--- src/rtl/alu_share_arbiter.sv ---
// alu_share_arbiter: shares one combinational 32-bit ALU between two requesters.
// Round-robin grant, registered ALU operands, one-cycle EXEC capture and a
// per-requester response handshake. Illegal opcodes never reach the ALU.
module alu_share_arbiter #(
    parameter int DATA_W = 32,
    parameter int OP_W   = 6
) (
    input  logic              clk,
    input  logic              rst_n,
    input  logic              req0_valid,
    output logic              req0_ready,
    input  logic [DATA_W-1:0] req0_a,
    input  logic [DATA_W-1:0] req0_b,
    input  logic [OP_W-1:0]   req0_aluc,
    input  logic              req1_valid,
    output logic              req1_ready,
    input  logic [DATA_W-1:0] req1_a,
    input  logic [DATA_W-1:0] req1_b,
    input  logic [OP_W-1:0]   req1_aluc,
    output logic              rsp0_valid,
    input  logic              rsp0_ready,
    output logic              rsp1_valid,
    input  logic              rsp1_ready,
    output logic [DATA_W-1:0] rsp_r,
    output logic              rsp_zero,
    output logic              rsp_carry,
    output logic              rsp_negative,
    output logic              rsp_overflow,
    output logic              rsp_flag,
    output logic              rsp_err,
    output logic [DATA_W-1:0] alu_a,
    output logic [DATA_W-1:0] alu_b,
    output logic [OP_W-1:0]   alu_aluc,
    input  logic [DATA_W-1:0] alu_r,
    input  logic              alu_zero,
    input  logic              alu_carry,
    input  logic              alu_negative,
    input  logic              alu_overflow,
    input  logic              alu_flag
);

    typedef enum logic [1:0] {
        ST_IDLE = 2'd0,
        ST_EXEC = 2'd1,
        ST_RESP = 2'd2
    } state_t;

    state_t            state_q;
    logic              ptr_q;
    logic              owner_q;
    logic              err_q;
    logic [DATA_W-1:0] alu_a_q;
    logic [DATA_W-1:0] alu_b_q;
    logic [OP_W-1:0]   alu_aluc_q;
    logic              rsp0_valid_q;
    logic              rsp1_valid_q;
    logic [DATA_W-1:0] rsp_r_q;
    logic              rsp_zero_q;
    logic              rsp_carry_q;
    logic              rsp_negative_q;
    logic              rsp_overflow_q;
    logic              rsp_flag_q;
    logic              rsp_err_q;

    logic              grant_valid_s;
    logic              grant_port_s;
    logic              accept_s;
    logic              rsp_take_s;
    logic              sel_legal_s;
    logic [DATA_W-1:0] sel_a_s;
    logic [DATA_W-1:0] sel_b_s;
    logic [OP_W-1:0]   sel_aluc_s;

    // Opcodes the ALU implements; everything else is answered with rsp_err.
    function automatic logic aluc_legal(input logic [OP_W-1:0] op);
        logic ok;
        case (op)
            6'b100000, 6'b100001, 6'b100010, 6'b100011,
            6'b100100, 6'b100101, 6'b100110, 6'b100111,
            6'b101010, 6'b101011,
            6'b000000, 6'b000010, 6'b000011, 6'b000100,
            6'b000110, 6'b000111, 6'b001111: ok = 1'b1;
            default:                          ok = 1'b0;
        endcase
        return ok;
    endfunction

    // Only the set-less-than opcodes produce a meaningful ALU flag.
    function automatic logic aluc_sets_flag(input logic [OP_W-1:0] op);
        logic f;
        case (op)
            6'b101010, 6'b101011: f = 1'b1;
            default:              f = 1'b0;
        endcase
        return f;
    endfunction

    // Maps anything other than a clean 1 (0, X, Z) to 0 so status never goes unknown.
    function automatic logic clean_bit(input logic b);
        logic o;
        if (b == 1'b1) begin
            o = 1'b1;
        end else begin
            o = 1'b0;
        end
        return o;
    endfunction

    // Round-robin grant and operand selection for the granted requester.
    always_comb begin
        grant_valid_s = 1'b0;
        grant_port_s  = 1'b0;
        if (req0_valid && req1_valid) begin
            grant_valid_s = 1'b1;
            grant_port_s  = ptr_q;
        end else if (req0_valid) begin
            grant_valid_s = 1'b1;
            grant_port_s  = 1'b0;
        end else if (req1_valid) begin
            grant_valid_s = 1'b1;
            grant_port_s  = 1'b1;
        end else begin
            grant_valid_s = 1'b0;
            grant_port_s  = 1'b0;
        end
        if (grant_port_s) begin
            sel_a_s    = req1_a;
            sel_b_s    = req1_b;
            sel_aluc_s = req1_aluc;
        end else begin
            sel_a_s    = req0_a;
            sel_b_s    = req0_b;
            sel_aluc_s = req0_aluc;
        end
        sel_legal_s = aluc_legal(sel_aluc_s);
        accept_s    = rst_n && (state_q == ST_IDLE) && grant_valid_s;
        rsp_take_s  = owner_q ? rsp1_ready : rsp0_ready;
    end

    assign req0_ready   = accept_s && !grant_port_s;
    assign req1_ready   = accept_s && grant_port_s;
    assign rsp0_valid   = rsp0_valid_q;
    assign rsp1_valid   = rsp1_valid_q;
    assign rsp_r        = rsp_r_q;
    assign rsp_zero     = rsp_zero_q;
    assign rsp_carry    = rsp_carry_q;
    assign rsp_negative = rsp_negative_q;
    assign rsp_overflow = rsp_overflow_q;
    assign rsp_flag     = rsp_flag_q;
    assign rsp_err      = rsp_err_q;
    assign alu_a        = alu_a_q;
    assign alu_b        = alu_b_q;
    assign alu_aluc     = alu_aluc_q;

    // Control FSM: accept in IDLE, drive the ALU for one EXEC cycle, hold the response in RESP.
    always_ff @(posedge clk) begin
        if (!rst_n) begin
            state_q        <= ST_IDLE;
            ptr_q          <= 1'b0;
            owner_q        <= 1'b0;
            err_q          <= 1'b0;
            alu_a_q        <= {DATA_W{1'b0}};
            alu_b_q        <= {DATA_W{1'b0}};
            alu_aluc_q     <= {OP_W{1'b0}};
            rsp0_valid_q   <= 1'b0;
            rsp1_valid_q   <= 1'b0;
            rsp_r_q        <= {DATA_W{1'b0}};
            rsp_zero_q     <= 1'b0;
            rsp_carry_q    <= 1'b0;
            rsp_negative_q <= 1'b0;
            rsp_overflow_q <= 1'b0;
            rsp_flag_q     <= 1'b0;
            rsp_err_q      <= 1'b0;
        end else begin
            case (state_q)
                ST_IDLE: begin
                    if (accept_s) begin
                        owner_q <= grant_port_s;
                        err_q   <= !sel_legal_s;
                        // An illegal opcode leaves the ALU inputs parked at zero.
                        if (sel_legal_s) begin
                            alu_a_q    <= sel_a_s;
                            alu_b_q    <= sel_b_s;
                            alu_aluc_q <= sel_aluc_s;
                        end else begin
                            alu_a_q    <= {DATA_W{1'b0}};
                            alu_b_q    <= {DATA_W{1'b0}};
                            alu_aluc_q <= {OP_W{1'b0}};
                        end
                        state_q <= ST_EXEC;
                    end
                end
                ST_EXEC: begin
                    if (err_q) begin
                        rsp_r_q        <= {DATA_W{1'b0}};
                        rsp_zero_q     <= 1'b0;
                        rsp_carry_q    <= 1'b0;
                        rsp_negative_q <= 1'b0;
                        rsp_overflow_q <= 1'b0;
                        rsp_flag_q     <= 1'b0;
                        rsp_err_q      <= 1'b1;
                    end else begin
                        rsp_r_q        <= alu_r;
                        rsp_zero_q     <= clean_bit(alu_zero);
                        rsp_carry_q    <= clean_bit(alu_carry);
                        rsp_negative_q <= clean_bit(alu_negative);
                        rsp_overflow_q <= clean_bit(alu_overflow);
                        rsp_flag_q     <= aluc_sets_flag(alu_aluc_q) ? clean_bit(alu_flag) : 1'b0;
                        rsp_err_q      <= 1'b0;
                    end
                    alu_a_q      <= {DATA_W{1'b0}};
                    alu_b_q      <= {DATA_W{1'b0}};
                    alu_aluc_q   <= {OP_W{1'b0}};
                    rsp0_valid_q <= !owner_q;
                    rsp1_valid_q <= owner_q;
                    state_q      <= ST_RESP;
                end
                ST_RESP: begin
                    if (rsp_take_s) begin
                        rsp0_valid_q <= 1'b0;
                        rsp1_valid_q <= 1'b0;
                        ptr_q        <= !owner_q;
                        state_q      <= ST_IDLE;
                    end
                end
                default: begin
                    state_q <= ST_IDLE;
                end
            endcase
        end
    end

endmodule

--- config.mk ---
export PLATFORM = sky130hd
export DESIGN_NAME = alu_share_arbiter
export DESIGN_NICKNAME = d
export VERILOG_FILES = /design/src/rtl/alu_share_arbiter.sv
export SDC_FILE = /design/constraint.sdc
export NUM_CORES = 1
export LEC_CHECK = 0
export ABC_AREA = 1
export CORE_AREA = 2 2 115 117
export CTS_BUF_LIST = sky130_fd_sc_hd__clkbuf_4 sky130_fd_sc_hd__clkbuf_8
export DETAILED_ROUTE_END_ITERATION = 10
export DIE_AREA = 0 0 117 119
export DONT_BUFFER_PORTS = 1
export GPL_ROUTABILITY_DRIVEN = 0
export PLACE_DENSITY = 0.66
export SLEW_MARGIN = 5
export SYNTH_ARGS = -nofsm -noshare
export SYNTH_HDL_FRONTEND = slang
export SYNTH_SLANG_ARGS = --single-unit
--- constraint.sdc ---
create_clock -name clk -period 4.5 [get_ports clk]
set_input_delay 1.35 -clock clk [delete_from_list [all_inputs] [get_ports clk]]
set_output_delay 1.35 -clock clk [all_outputs]
set_load 0.05 [all_outputs]
==> key figures, run 1 <==
Global route
  • Initial antenna violation count: 0
  • Total gr overflow: 0
  • Largest net degree at the start of global routing: about 110
  • Total track usage: 0.207
  • Vias in the first global route: 4529
  • First-pass GRT wire length: 22.5 mm

Clock tree
  • Clock Sinks: roughly 120
  • Clk pin slew, worst setup/hold paths: about 0.07 ns
  • Clock Latency Late Sink: between 0.4 and 0.5 ns
  • Post-CTS setup buffers: 0
  • Clock buffer count from CTS: 17
  • H-Tree Depth: 4
  • CTS root buf: clkbuf_8
  • CTS tree: yes
  • Clock Tree Buf Depth: 2
  • Hold buffer count at CTS: 0
  • Post-CTS sizing: 0

Synth
  • Synthesis Warnings: 0
  • Number of synthesized flops with an enable pin: 0
  • Sequential area share after synthesis: 0.439
  • Asr flop ratio synth: 0
  • Seq cells post-synth: 115
  • Synth Flop Type: dfxtp_1
  • Synth top area share: 0.439
  • Synth area leader: dfxtp_1
  • Post-Synthesis Cells: between 700 and 800
  • Area contributors post-synth: dfxtp_1, nand2_1, nand3_1
  • Syn_nets: approximately 920
  • Distinct cells, synth: 26
  • Count leader, synth: nand2_1
  • Synth top cells by count: nand2_1, nand3_1, dfxtp_1
  • Syn avg cell area: between 7 and 8 µm²
  • Syn Std Cell Area: 5250 µm²

Setup path
  • Crit Path Max Fanout: 31
  • Critical path class: input port to output port
  • Worst EP arrival: ~2.5 ns
  • Startpoint types: input port
  • Req. time, crit path: 3.15 ns
  • Path depth of the worst reg2reg path: 11
  • Critical Path End Type: output port
  • R2r setup slk: around 1.8 ns

Finish
  • Nets: between 800 and 900
  • Area delta synth->final: 6.63%
  • Ant. Diodes: 0
  • Fraction of layout cells with a size suffix above 1: 0.0770
  • Post-layout util: 0.435

Timing
  • RSZ-0062 raised after global routing: no
  • Worst slew margin: 0.215
  • Tightest Pin Transition: about 1.2 ns
  • Fmax: ~260 MHz
  • Minimum clock period: 3.84 ns
  • Setup TNS: 0 ns
  • Period utilization: 0.854
  • Max-slew violations: 0
  • Final setup slack of the worst path: 0.658 ns
  • Post-route clock skew: between 0.006 and 0.007 ns
  • Setup violators final: 0
  • Fin. Hold Viols: 0
  • WHS: roughly 0.48 ns

Placed design
  • Pre-CTS WS: approximately 0.66 ns
  • Number of I/O port buffers: 0
  • DPL Wire Length: 10.4 mm

Power
  • PwrDens: 453 nW/µm²
  • Max VDD drop: between 0.15 and 0.2 mV
  • Static Leak: 2.21 nW
  • Power Total: around 2.5 mW

Die
  • IO Pins: 295
  • Core Region: 12900 µm²
  • Num rows: 42
  • Die Height: between 100 and 150 µm
  • Die Wd: 117 µm
  • Initial Util: 0.408
  • Die ar.: about 14000 µm²

Drt
  • Final wirelength: 14.8 mm
  • Vias/cell: between 5 and 6
  • DRC viols: 0
  • DR iter-0 viols: 307
  • ANT nets after route: 0
  • DR WL/cell: approximately 17 µm
  • DR vias: between 4000 and 5000
  • Drt first pass iters: 5

Hold path
  • Hold Crit Depth: 2
  • HP Class: flip-flop to flip-flop

Status
  • Run status: finished clean

Job
  • Max-cap violation count: 0
-- cells by family after synthesis --
kind of cell | after synthesis | synth area share
AO/OA/AOI/OAI | 117 | 0.132
AND/OR/NAND/NOR | 425 | 0.348
buffers and inverters | 79 | 0.0808
flip-flops | 115 | 0.439
-- through the flow --
step                      std cells  cell area (µm²)
after floorplan                 736             5250
after global placement          858             5190
after detailed placement        858             5190
after CTS                       890             5600
after global routing            890             5600
final                           890             5600
-- path summary, 6_finish.rpt --
check	start	end
worst max register to register	ptr_q	alu_a[18]
worst min-delay path	ptr_q	ptr_q
worst max-delay path	rst_n	req0_ready
worst min register to register	ptr_q	ptr_q
-- critical path: stages --
cell and delay (ns):
clkinv_2 0.03, nor2_1 0.13, o21ai_2 0.11, nor2_8 0.33, inv_1 0.19, nor2_1 0.12, buf_4 0.22
-- registers in the layout (all words and copies together), names as in the netlist, 2 cells and up --
| name | cells |
|---|---|
| alu_aluc | 6 |
| alu_a | 32 |
| state_q | 2 |
| rsp_r | 32 |
| alu_b | 32 |
-- layout make-up --
| cell class | count | area [µm²] |
|---|---|---|
| clock inverters | 14 | 154 |
| multi-input cells | 542 | 2520 |
| repair buffers | 8 | 85.1 |
| flip-flops and latches | 115 | 2300 |
| well taps | 176 | 220 |
| inverters | 17 | 65.1 |
| clock buffers | 18 | 248 |
| fillers | 1313 | 7280 |
-- routing by layer --
metal | track usage | share of wire | routed length (µm) | up-vias
met2 | 0.339 | 0.48 | 7190 | 208
met3 | 0.0779 | 0.088 | 1310 | 36
met4 | 0.108 | 0.035 | 520 | 0
met5 | 0 | 0 | 0 | -
li1 | - | - | - | 2385
met1 | 0.230 | 0.39 | 5830 | 2264
-- where the power goes --
group          internal, mW  switching [mW]  leakage (nW)  total, mW
clock network         0.513           0.448         0.196      0.961
logic                0.0906           0.228          1.08      0.318
registers              1.07           0.192         0.933       1.26
total                  1.67           0.867          2.21       2.54
-- cells in the final DEF (no fill, tap or decap), drive strengths merged --
master / netlist / final
bufinv: 0 / 2
clkbuf: 32 / 18
dfxtp: 115 / 115
a211oi: 1 / 1
nor3: 2 / 2
nand3: 139 / 139
nand4: 1 / 1
clkinvlp: 0 / 3
nand3b: 2 / 2
a22oi: 36 / 36
inv: 17 / 20
nand2: 231 / 231
nor2: 50 / 50
buf: 30 / 8
o21ai: 3 / 3
a31oi: 1 / 1
clkinv: 0 / 6
a21oi: 76 / 76
No activity file was read; power rests on OpenSTA's default activity.
==> inputs of run 2 (changes only) <==
--- a/config.mk
+++ b/config.mk
@@ -7,7 +7,7 @@
 export LEC_CHECK = 0
 export ABC_AREA = 1
 export CORE_AREA = 2 2 115 117
-export CTS_BUF_LIST = sky130_fd_sc_hd__clkbuf_4 sky130_fd_sc_hd__clkbuf_8
+export CTS_BUF_LIST = sky130_fd_sc_hd__clkbuf_16
 export DETAILED_ROUTE_END_ITERATION = 10
 export DIE_AREA = 0 0 117 119
 export DONT_BUFFER_PORTS = 1
==> run 2 against run 1 <==
Effect of this change: count of clock-buffer cells in the layout fell by 1; register-to-register slack barely moved; die area did not move; fmax about the same; non-clock buffer count stayed put; utilization is 1.4 points higher; setup slack better by 0.0034 ns; clock skew shrank 0.0015 ns; final area is 3.2% higher.
==> key figures, run 2 (synthesized netlist as in run 1, its figures left out) <==
Power
  • PwrDens: 499 nW/µm² (was 453 nW/µm²)
  • Seq pwr share: 0.436 (was 0.496)
  • P_sw: 0.908 mW (was 0.867 mW)
  • Clock group share of total power: 0.453 (was 0.379)
  • Max VDD drop: 0.237 mV (was 0.173 mV)
  • Combinational Power Share: 0.110 (was 0.125)
  • Pint: 1.98 mW (was 1.67 mW)
  • Sw frac: 0.315 (was 0.342)
  • Static Leak: 2.29 nW (was 2.21 nW)

Drt
  • DR WL/cell: 16.7 µm (about the same)
  • DR iter-0 viols: 317 (was 307)
  • Final wirelength: 14.9 mm (was 14.8 mm)
  • DRC viols: 0 (unchanged)
  • Drt first pass iters: 6 (was 5)
  • Vias/cell: 5.52 (was 5.50)
  • ANT nets after route: 0 (unchanged)
  • DR vias: 4910 (was 4893)

Clock tree
  • CTS root buf: clkbuf_16 (was clkbuf_8)
  • Clock Latency Late Sink: 0.40 ns (was 0.42 ns)
  • H-Tree Depth: 4 (unchanged)
  • Clock Sinks: 115 (unchanged)
  • Clock buffer count from CTS: 17 (unchanged)
  • Clk pin slew, worst setup/hold paths: 0.05 ns (was 0.07 ns)
  • Clock Tree Buf Depth: 2 (unchanged)
  • Post-CTS sizing: 0 (unchanged)
  • CTS tree: yes (unchanged)
  • Hold buffer count at CTS: 0 (unchanged)
  • Post-CTS setup buffers: 0 (unchanged)

Timing
  • Setup TNS: 0 ns (unchanged)
  • Fin. Hold Viols: 0 (unchanged)
  • Minimum clock period: 3.84 ns (about the same)
  • Max-slew violations: 0 (unchanged)
  • Worst slew margin: 0.217 (was 0.215)
  • Setup violators final: 0 (unchanged)
  • Period utilization: 0.853 (was 0.854)
  • Fmax: 260 MHz (about the same)
  • Tightest Pin Transition: 1.17 ns (was 1.18 ns)
  • Post-route clock skew: 0.00502 ns (was 0.00651 ns)
  • WHS: 0.474 ns (was 0.476 ns)
  • RSZ-0062 raised after global routing: no (unchanged)

Placed design
  • Number of I/O port buffers: 0 (unchanged)
  • DPL Wire Length: 10.4 mm (unchanged)
  • DP Cell Count: 858 (unchanged)

Finish
  • Most frequent cells in the layout: nand2_1, nand3_1, dfxtp_1 (unchanged)
  • Ant. Diodes: 0 (unchanged)
  • Fraction of layout cells with a size suffix above 1: 0.0756 (was 0.0770)
  • Area delta synth->final: 10.1% (was 6.63%)
  • Most common cell after layout, fill and taps aside: nand2_1 (unchanged)
  • Post-layout util: 0.449 (was 0.435)
  • Cell Count, Final, Fillers Out: 890 (unchanged)
  • Nets: 884 (unchanged)

Global route
  • Largest net degree at the start of global routing: 112 (unchanged)
  • Total gr overflow: 0 (unchanged)
  • Initial antenna violation count: 0 (unchanged)
  • Vias in the first global route: 4526 (was 4529)
  • First-pass GRT wire length: 22.4 mm (was 22.5 mm)
  • Total track usage: 0.205 (was 0.207)

Die
  • Die Wd: 117 µm (unchanged)
  • Num rows: 42 (unchanged)
  • Die Height: 119 µm (unchanged)
  • Core Region: 12900 µm² (unchanged)
  • IO Pins: 295 (unchanged)
  • Initial Util: 0.408 (unchanged)
  • Die ar.: 13900 µm² (unchanged)

Setup path
  • Req. time, crit path: 3.15 ns (about the same)
  • Critical path class: input port to output port (unchanged)
  • Crit Path Max Fanout: 31 (unchanged)
  • Startpoint types: input port (unchanged)
  • Critical Path End Type: output port (unchanged)
  • Worst EP arrival: 2.49 ns (about the same)

Hold path
  • HP Class: flip-flop to flip-flop (unchanged)

Status
  • Run status: finished clean (unchanged)

Job
  • Max-cap violation count: 0 (unchanged)
[run 2: cell types whose count changed in the layout (fill, tap and decap cells not counted)]
cell       before  now
clkbuf_8       18    0
clkinv_1        0    1
clkbuf_16       0   17
[run 2: power by group through the flow]
stage                     clock (mW)  sequential, mW  combinational, mW
after floorplan                    0            1.27              0.280
after global placement             0            1.28              0.313
after detailed placement           0            1.28              0.320
after CTS                       1.33            1.26              0.321
after global routing            1.38            1.26              0.360
final                           1.31            1.26              0.318
[run 2: layout make-up]
cell class / instances / area [µm²]
clock buffer: 17 / 425
clock inverter: 15 / 158
fill: 1294 / 7100
inverter: 17 / 65.1
multi-input combinational: 542 / 2520
sequential: 115 / 2300
tap: 176 / 220
timing repair buffer: 8 / 85.1
[run 2: per-stage QoR]
step	total power, mW	setup slack (ns)	cell area [µm²]
2_1_floorplan	1.55	0.441	5250
3_3_place_gp	1.59	0.685	5190
3_5_place_dp	1.60	0.659	5190
4_1_cts	2.91	0.649	5780
5_1_grt	3.01	0.501	5780
6_report	2.88	0.661	5780
[run 2: routing by layer]
metal | global-route usage | vias to the layer above | wire (µm) | share of wire
met1 | 0.231 | 2260 | 5840 | 0.39
met5 | 0 | - | 0 | 0
met3 | 0.0784 | 37 | 1310 | 0.088
li1 | - | 2388 | - | -
met2 | 0.338 | 225 | 7190 | 0.48
met4 | 0.0949 | 0 | 518 | 0.035
[run 2: final timing paths]
check,from,end,slack (ns),cells after the start
setup / recovery,rst_n,req0_ready,0.66,7
hold / removal,ptr_q,ptr_q,0.47,2
setup reg to reg,ptr_q,alu_a[18],1.80,11
hold reg to reg,ptr_q,ptr_q,0.47,2
[run 2: worst max-delay path: stages]
cell and delay (ns):
clkinv_2 0.03, nor2_1 0.13, o21ai_2 0.11, nor2_8 0.32, inv_1 0.19, nor2_1 0.12, buf_4 0.22
